[src/rtl/tdc_merge_fifo_pkg.sv]
// rtl/tdc_merge_fifo_pkg.sv - shared widths, FSM encoding and counter sizing for the TDC merge stage
package tdc_merge_fifo_pkg;

    localparam int TDC_FINE_W   = 16;
    localparam int TDC_COARSE_W = 8;
    localparam int TDC_OUT_W    = TDC_COARSE_W + 2 * TDC_FINE_W;

    typedef enum logic [1:0] {
        ST_IDLE   = 2'd0,
        ST_ARMED  = 2'd1,
        ST_SETTLE = 2'd2,
        ST_PUSH   = 2'd3
    } state_t;

    // Width of a counter that must hold values 0..max_val.
    function automatic int cnt_width(input int max_val);
        return (max_val < 1) ? 1 : $clog2(max_val + 1);
    endfunction

endpackage

[src/rtl/tdc_merge_fifo_if.sv]
// rtl/tdc_merge_fifo_if.sv - valid/ready result stream carrying merged TDC words
interface tdc_merge_fifo_if
    import tdc_merge_fifo_pkg::*;
#(
    parameter int W = TDC_OUT_W
) ();

    logic [W-1:0] m_data;
    logic         m_valid;
    logic         m_ready;

    modport master (
        output m_data,
        output m_valid,
        input  m_ready
    );

    modport slave (
        input  m_data,
        input  m_valid,
        output m_ready
    );

endinterface

[src/rtl/tdc_sync_fifo.sv]
// rtl/tdc_sync_fifo.sv - first-word-fall-through synchronous FIFO with occupancy count
module tdc_sync_fifo #(
    parameter int WIDTH = 40,
    parameter int DEPTH = 8
) (
    input  logic                     clk,
    input  logic                     rst,
    input  logic                     wr_en,
    input  logic [WIDTH-1:0]         wr_data,
    output logic                     full,
    input  logic                     rd_en,
    output logic [WIDTH-1:0]         rd_data,
    output logic                     empty,
    output logic [$clog2(DEPTH):0]   fill
);

    localparam int AW = $clog2(DEPTH);

    logic [WIDTH-1:0] mem [DEPTH];
    logic [AW:0]      wr_ptr;
    logic [AW:0]      rd_ptr;
    logic             do_wr;
    logic             do_rd;

    // Extra pointer MSB distinguishes full from empty when the indices match.
    assign empty = (wr_ptr == rd_ptr);
    assign full  = (wr_ptr[AW] != rd_ptr[AW]) && (wr_ptr[AW-1:0] == rd_ptr[AW-1:0]);
    assign fill  = wr_ptr - rd_ptr;

    assign do_wr = wr_en && !full;
    assign do_rd = rd_en && !empty;

    // Head is forced to zero when empty so stale storage never leaks out.
    assign rd_data = empty ? '0 : mem[rd_ptr[AW-1:0]];

    always_ff @(posedge clk) begin
        if (do_wr) begin
            mem[wr_ptr[AW-1:0]] <= wr_data;
        end
    end

    always_ff @(posedge clk) begin
        if (rst) begin
            wr_ptr <= '0;
            rd_ptr <= '0;
        end else begin
            if (do_wr) begin
                wr_ptr <= wr_ptr + (AW+1)'(1);
            end
            if (do_rd) begin
                rd_ptr <= rd_ptr + (AW+1)'(1);
            end
        end
    end

endmodule

[src/rtl/tdc_merge_fifo.sv]
// rtl/tdc_merge_fifo.sv - captures start/stop/coarse, waits a settle time, queues merged words
module tdc_merge_fifo
    import tdc_merge_fifo_pkg::*;
#(
    parameter int W_FINE      = TDC_FINE_W,
    parameter int W_COARSE    = TDC_COARSE_W,
    parameter int SETTLE_CYC  = 4,
    parameter int TIMEOUT_CYC = 255,
    parameter int DEPTH       = 8
) (
    input  logic                     clk,
    input  logic                     rst,
    input  logic                     store_start,
    input  logic                     store_stop,
    input  logic [W_FINE-1:0]        start_code,
    input  logic [W_FINE-1:0]        stop_code,
    input  logic [W_COARSE-1:0]      coarse,
    tdc_merge_fifo_if.master         m,
    output logic [$clog2(DEPTH):0]   fill,
    output logic                     busy,
    output logic                     done,
    output logic                     timeout,
    output logic                     overflow
);

    localparam int W_OUT = W_COARSE + 2 * W_FINE;
    localparam int SCW   = cnt_width(SETTLE_CYC);
    localparam int TCW   = cnt_width(TIMEOUT_CYC);
    localparam logic [SCW-1:0] SETTLE_LAST  = SCW'(SETTLE_CYC - 1);
    localparam logic [TCW-1:0] TIMEOUT_LAST = TCW'(TIMEOUT_CYC - 1);

    state_t                state;
    logic [SCW-1:0]        settle_cnt;
    logic [TCW-1:0]        tmo_cnt;
    logic [W_FINE-1:0]     start_q;
    logic [W_FINE-1:0]     stop_q;
    logic [W_COARSE-1:0]   coarse_q;

    logic                  fifo_wr;
    logic                  fifo_full;
    logic                  fifo_empty;
    logic                  fifo_rd;
    logic [W_OUT-1:0]      fifo_rdata;
    logic                  valid;

    always_ff @(posedge clk) begin
        if (rst) begin
            state      <= ST_IDLE;
            settle_cnt <= '0;
            tmo_cnt    <= '0;
            start_q    <= '0;
            stop_q     <= '0;
            coarse_q   <= '0;
            busy       <= 1'b0;
            done       <= 1'b0;
            timeout    <= 1'b0;
            overflow   <= 1'b0;
        end else begin
            done    <= 1'b0;
            timeout <= 1'b0;
            case (state)
                ST_IDLE: begin
                    // A lone stop has no start to pair with and is dropped.
                    if (store_start) begin
                        start_q <= start_code;
                        tmo_cnt <= '0;
                        busy    <= 1'b1;
                        if (store_stop) begin
                            stop_q     <= stop_code;
                            coarse_q   <= coarse;
                            settle_cnt <= '0;
                            state      <= ST_SETTLE;
                        end else begin
                            state <= ST_ARMED;
                        end
                    end
                end
                ST_ARMED: begin
                    // Stop is checked first so it wins against an expiring timeout.
                    if (store_stop) begin
                        stop_q     <= stop_code;
                        coarse_q   <= coarse;
                        settle_cnt <= '0;
                        state      <= ST_SETTLE;
                    end else if (tmo_cnt == TIMEOUT_LAST) begin
                        timeout <= 1'b1;
                        busy    <= 1'b0;
                        state   <= ST_IDLE;
                    end else begin
                        tmo_cnt <= tmo_cnt + TCW'(1);
                    end
                end
                ST_SETTLE: begin
                    if (settle_cnt == SETTLE_LAST) begin
                        state <= ST_PUSH;
                    end else begin
                        settle_cnt <= settle_cnt + SCW'(1);
                    end
                end
                ST_PUSH: begin
                    // done still pulses for a dropped word so the TDC chain gets reset.
                    done  <= 1'b1;
                    busy  <= 1'b0;
                    state <= ST_IDLE;
                    if (fifo_full) begin
                        overflow <= 1'b1;
                    end
                end
                default: begin
                    state <= ST_IDLE;
                    busy  <= 1'b0;
                end
            endcase
        end
    end

    // Fullness comes from registered pointers, so a same-cycle pop cannot make room.
    assign fifo_wr = (state == ST_PUSH) && !fifo_full;
    assign valid   = !fifo_empty;
    assign fifo_rd = valid && m.m_ready;

    tdc_sync_fifo #(
        .WIDTH (W_OUT),
        .DEPTH (DEPTH)
    ) u_fifo (
        .clk     (clk),
        .rst     (rst),
        .wr_en   (fifo_wr),
        .wr_data ({coarse_q, start_q, stop_q}),
        .full    (fifo_full),
        .rd_en   (fifo_rd),
        .rd_data (fifo_rdata),
        .empty   (fifo_empty),
        .fill    (fill)
    );

    assign m.m_data  = fifo_rdata;
    assign m.m_valid = valid;

endmodule

[src/flat_wrapper.sv]
// flat-port wrapper written by rule: the top's interface ports become plain ports
module tdc_merge_fifo_flat import tdc_merge_fifo_pkg::*;
#(
    parameter int W_FINE      = TDC_FINE_W,
    parameter int W_COARSE    = TDC_COARSE_W,
    parameter int SETTLE_CYC  = 4,
    parameter int TIMEOUT_CYC = 255,
    parameter int DEPTH       = 8
)
  (clk, rst, store_start, store_stop, start_code, stop_code, coarse, fill, busy, done, timeout, overflow, m_m_data, m_m_valid, m_m_ready);
  tdc_merge_fifo_if #(.W((W_COARSE + 2 * W_FINE))) m_i ();
  input  logic clk;
  input  logic rst;
  input  logic store_start;
  input  logic store_stop;
  input  logic [W_FINE-1:0] start_code;
  input  logic [W_FINE-1:0] stop_code;
  input  logic [W_COARSE-1:0] coarse;
  output logic [$clog2(DEPTH):0] fill;
  output logic busy;
  output logic done;
  output logic timeout;
  output logic overflow;
  output wire logic [$bits(m_i.m_data)-1:0] m_m_data;
  output wire logic [$bits(m_i.m_valid)-1:0] m_m_valid;
  input wire logic [$bits(m_i.m_ready)-1:0] m_m_ready;
  assign m_m_data = m_i.m_data;
  assign m_m_valid = m_i.m_valid;
  assign m_i.m_ready = m_m_ready;
  tdc_merge_fifo #(.W_FINE(W_FINE), .W_COARSE(W_COARSE), .SETTLE_CYC(SETTLE_CYC), .TIMEOUT_CYC(TIMEOUT_CYC), .DEPTH(DEPTH)) u_core (.clk(clk), .rst(rst), .store_start(store_start), .store_stop(store_stop), .start_code(start_code), .stop_code(stop_code), .coarse(coarse), .m(m_i), .fill(fill), .busy(busy), .done(done), .timeout(timeout), .overflow(overflow));
endmodule
[config.mk]
export PLATFORM = sky130hd
export DESIGN_NAME = tdc_merge_fifo_flat
export DESIGN_NICKNAME = d
export VERILOG_FILES = /design/src/rtl/tdc_merge_fifo_pkg.sv /design/src/rtl/tdc_merge_fifo_if.sv /design/src/rtl/tdc_sync_fifo.sv /design/src/rtl/tdc_merge_fifo.sv /design/src/flat_wrapper.sv
export SDC_FILE = /design/constraint.sdc
export NUM_CORES = 1
export LEC_CHECK = 0
export ABC_AREA = 1
export CAP_MARGIN = 20
export CORE_ASPECT_RATIO = 1.5
export CORE_UTILIZATION = 62
export CTS_BUF_LIST = sky130_fd_sc_hd__clkbuf_2 sky130_fd_sc_hd__clkbuf_4 sky130_fd_sc_hd__clkbuf_8
export CTS_CLUSTER_DIAMETER = 200
export DETAILED_ROUTE_END_ITERATION = 10
export PLACE_DENSITY = 0.82
export RECOVER_POWER = 25
export SLEW_MARGIN = 15
export SYNTH_ARGS = -nofsm -noshare
export SYNTH_HDL_FRONTEND = slang
export SYNTH_HIERARCHICAL = 1
export SYNTH_SLANG_ARGS = --single-unit
[constraint.sdc]
create_clock -name clk -period 5.8 [get_ports clk]
set_clock_uncertainty 0.15 [all_clocks]
set_input_delay 1.74 -clock clk [delete_from_list [all_inputs] [get_ports clk]]
set_output_delay 1.74 -clock clk [all_outputs]
set_load 0.01 [all_outputs]
==> reports/metrics.yaml <==
outcome:
  status: "complete, no violations"
min_path:
  holdCritPathClass: "reg -> reg"
  whs_endpoint: "u_core/busy"
  hold_start: "u_core/busy"
  min_delay_path_depth: 2
setup_path:
  cp_slowest_cell: "nand2_2"
  worstPathCellList: "inv_1, ha_1, nand3_1, inv_1, nand2_2, buf_4, nand2_1, nor2_1, clkdlybuf4s50_1"
  r2r-end: "u_core/u_fifo/mem[6][29]"
  cp_slowest_stage_delay_ns: 0.63
  r2r-start: "u_core/u_fifo/rd_ptr[2]"
  critical_path.startpoint_type: "flop"
  reg2reg_depth: 12
  critical_path_class: "reg -> out"
  crit_path_frequent_cell: "inv_1"
  reg2reg_setup_slack_ns: 1.91
  cp.required_ns: 3.91
  crit_arrival_ns: 3.35
  endpoint_kind: "primary output"
  crit_fanout: 31
cells_and_area:
  fin_cells: 2110
  layout-drive-gt1-share: 0.0793
  syn_to_final_growth_pct: 14.0
  fin_util: 0.720
  antenna_cells: 0
  fin_nets: 1792
clocking:
  cts_tree: "built"
  clk_latency_ns: 0.58
  cts_hold_buf: 0
  cts_max_path_buffers: 3
  cts-root-buf: "clkbuf_8"
  cts_resized: 0
  cts-buffers-inserted: 53
  post_cts_buffers: 0
  clk_pin_slew_worst_paths_ns: 0.07
  ctsHtreeMaxLevel: 2
  cts_sinks: 388
die:
  dieWidth_um: 134
  die_area_um2: 26900
  io_pins: 94
  rows: 72
  start_util: 0.631
  fp.dieH_um: 200
  core_um2: 25800
synth:
  synthesis.nets: 1703
  synth_cells: 1648
  yosys_most_used_dff: "edfxtp_1"
  synth_warnings: 6
  synthDistinctLibCells: 33
  syn_area_um2: 16300
  syn_area_per_cell_um2: 9.87
  synth_enable_flop_cells: 320
  async_reset_ff_frac: 0
  ys_seq_elements: 388
  yosysSeqAreaShare: 0.675
placement:
  dp.cells: 2014
  dp.final_hpwl_mm: 20.1
  portBuffers: 93
  place.gp.congestion: 0.825
global_routing:
  track_usage: 0.273
  grt_pass1_vias: 11397
  antenna_found_initial: 0
  grt-busiest-layer: "met2"
  grtUsageMet1: 0.330
  gr-usage-met2: 0.477
  grt_overflow: 0
  grt_max_degree: 207
  grt.met3_usage: 0.0377
  grt_first_pass_wirelength_mm: 56.5
power:
  fin_total_pwr_uw: 5890
  pwr-share-seq: 0.555
  comb_power_share: 0.082
  p_int_uw: 4510
  p_sw_frac: 0.233
  p_leak_uw: 0.00700
  power_switching_uw: 1370
  p_per_area_nw_per_um2: 317
  clock_power_share: 0.363
  ir_worst_vdd_uv: 248
detailed_routing:
  ant_nets: 0
  drc: 0
  wl_per_cell_um: 16.9
  wl_mm: 35.6
  drt_pass1_iterations: 7
  via_per_inst: 5.48
  vias: 11568
  drt-initial-drc-count: 960
timing:
  rsz0062_at_grt: "false"
  layout_min_cycle_time_ns: 5.24
  setup-tns-final_ns: 0
  setup_viol: 0
  worst_pin_slew_ns: 1.06
  hold_violations: 0
  drv_slew: 0
  clock.fmax_mhz: 191
  post-route-period-util: 0.904
  slew_headroom: 0.293
run:
  maxCapViolCount: 0
[cell usage in the layout, fill, tap and decap left out, types with 3 or more instances in the layout]
cell type        instances
nand2_1                303
edfxtp_1               320
nor2_4                   5
buf_4                   17
clkbuf_4                17
nor2_1                 510
o21ai_1                 88
o21ai_0                 42
nor3_2                   3
clkbuf_8                62
nand2_2                  5
ha_1                     9
inv_2                    7
inv_1                  119
dfxtp_1                 65
clkinv_2                12
a21oi_1                 15
clkdlybuf4s50_1         93
nand3_1                 58
[worst max-delay path: cells and delay by family (launching register included)]
kind,cells,cell delay (ns)
buffers and inverters,4,1.03
and+or+nand+nor,4,0.93
DFF,1,0.44
adders and majority gates,1,0.34
[flip-flops by register name, indices dropped and copies added (netlist names), named ones only]
name and flops:
u_core/stop_q 16, u_core/u_fifo/mem 320, u_core/overflow 1, u_core/u_fifo/rd_ptr 4, u_core/coarse_q 8, u_core/state 2
u_core/done 1, u_core/settle_cnt 3, u_core/busy 1, u_core/tmo_cnt 8, u_core/timeout 1, u_core/start_q 16
u_core/u_fifo/wr_ptr 4
[per-layer routing]
metal | wire, um | vias to the layer above
met5 | 0 | -
met3 | 2530 | 94
met4 | 1220 | 0
li1 | - | 5523
met1 | 13400 | 5476
met2 | 18500 | 475
[logic make-up (layout without fill, tap and decap cells)]
group,after synthesis,count (layout),share of synthesized area
AOI/OAI and AO/OA,149,149,0.0464
xor gates and xnor gates,3,3,0.00162
adders and majority gates,10,10,0.00815
buffers and inverters,205,334,0.0545
DFF,388,388,0.675
and+or+nand+nor,893,893,0.215
[synthesized netlist by cell type, types with 2 or more instances]
library cell  count  area [um^2]
a21oi_1          15         75.1
ha_1              9          113
buf_2            28          140
edfxtp_1        320         9610
nand3_1          58          290
inv_2             7         26.3
dfxtp_1          68         1360
buf_6             3         33.8
nand2_1         303         1140
buf_1             7         26.3
nand4_1           2         12.5
o21ai_0          42          210
nor3_1            4         20.0
xor2_1            2         17.5
nand2_2           5         31.3
nor2_1          515         1930
buf_4            15          113
o21ai_1          88          440
nand3_4           2         35.0
inv_1           119          447
clkbuf_1         24         90.1
[cell type report]
class / instances / area [um^2]
clock buffers: 79 / 981
clock inverters: 16 / 131
fillers: 1843 / 7220
inverters: 127 / 478
multi-input cells: 1055 / 4460
flip-flops and latches: 388 / 11000
well taps: 333 / 417
repair buffers: 112 / 1100
[power by group through the flow]
stage,Combinational [uW],Clock (uW),Sequential (uW)
4_1_cts,484,2160,3270
6_report,485,2130,3270
3_3_place_gp,466,0,3320
2_1_floorplan,292,0,3290
5_1_grt,537,2280,3280
3_5_place_dp,481,0,3320
[worst max path at each step]
| stage | from | endpoint | slack, ns | cells past startpoint |
|---|---|---|---|---|
| detailed placement | u_core/u_fifo/wr_ptr[0] | m_m_data[38] | 1.21 | 9 |
| CTS | u_core/u_fifo/rd_ptr[2] | m_m_data[38] | 0.57 | 9 |
| finish | u_core/u_fifo/rd_ptr[2] | m_m_data[38] | 0.56 | 9 |
| global route | u_core/u_fifo/wr_ptr[0] | m_m_data[33] | 0.34 | 9 |
| global placement | flop | m_m_data[3] | 1.26 | 8 |
| floorplan | u_core/u_fifo/wr_ptr[0] | u_core/u_fifo/mem[1][0] | 1.03 | 9 |
[per-stage QoR]
stage / hold slack (ns) / setup slack (ns) / area, um^2
after global routing: 0.347 / 0.345 / 18500
after global placement: 0.289 / 1.26 / 17400
after detailed placement: 0.318 / 1.21 / 17400
after floorplan: 0.278 / 1.03 / 16300
after CTS: 0.334 / 0.571 / 18500
final: 0.335 / 0.558 / 18500
No activity file was read; power rests on OpenSTA's default activity.
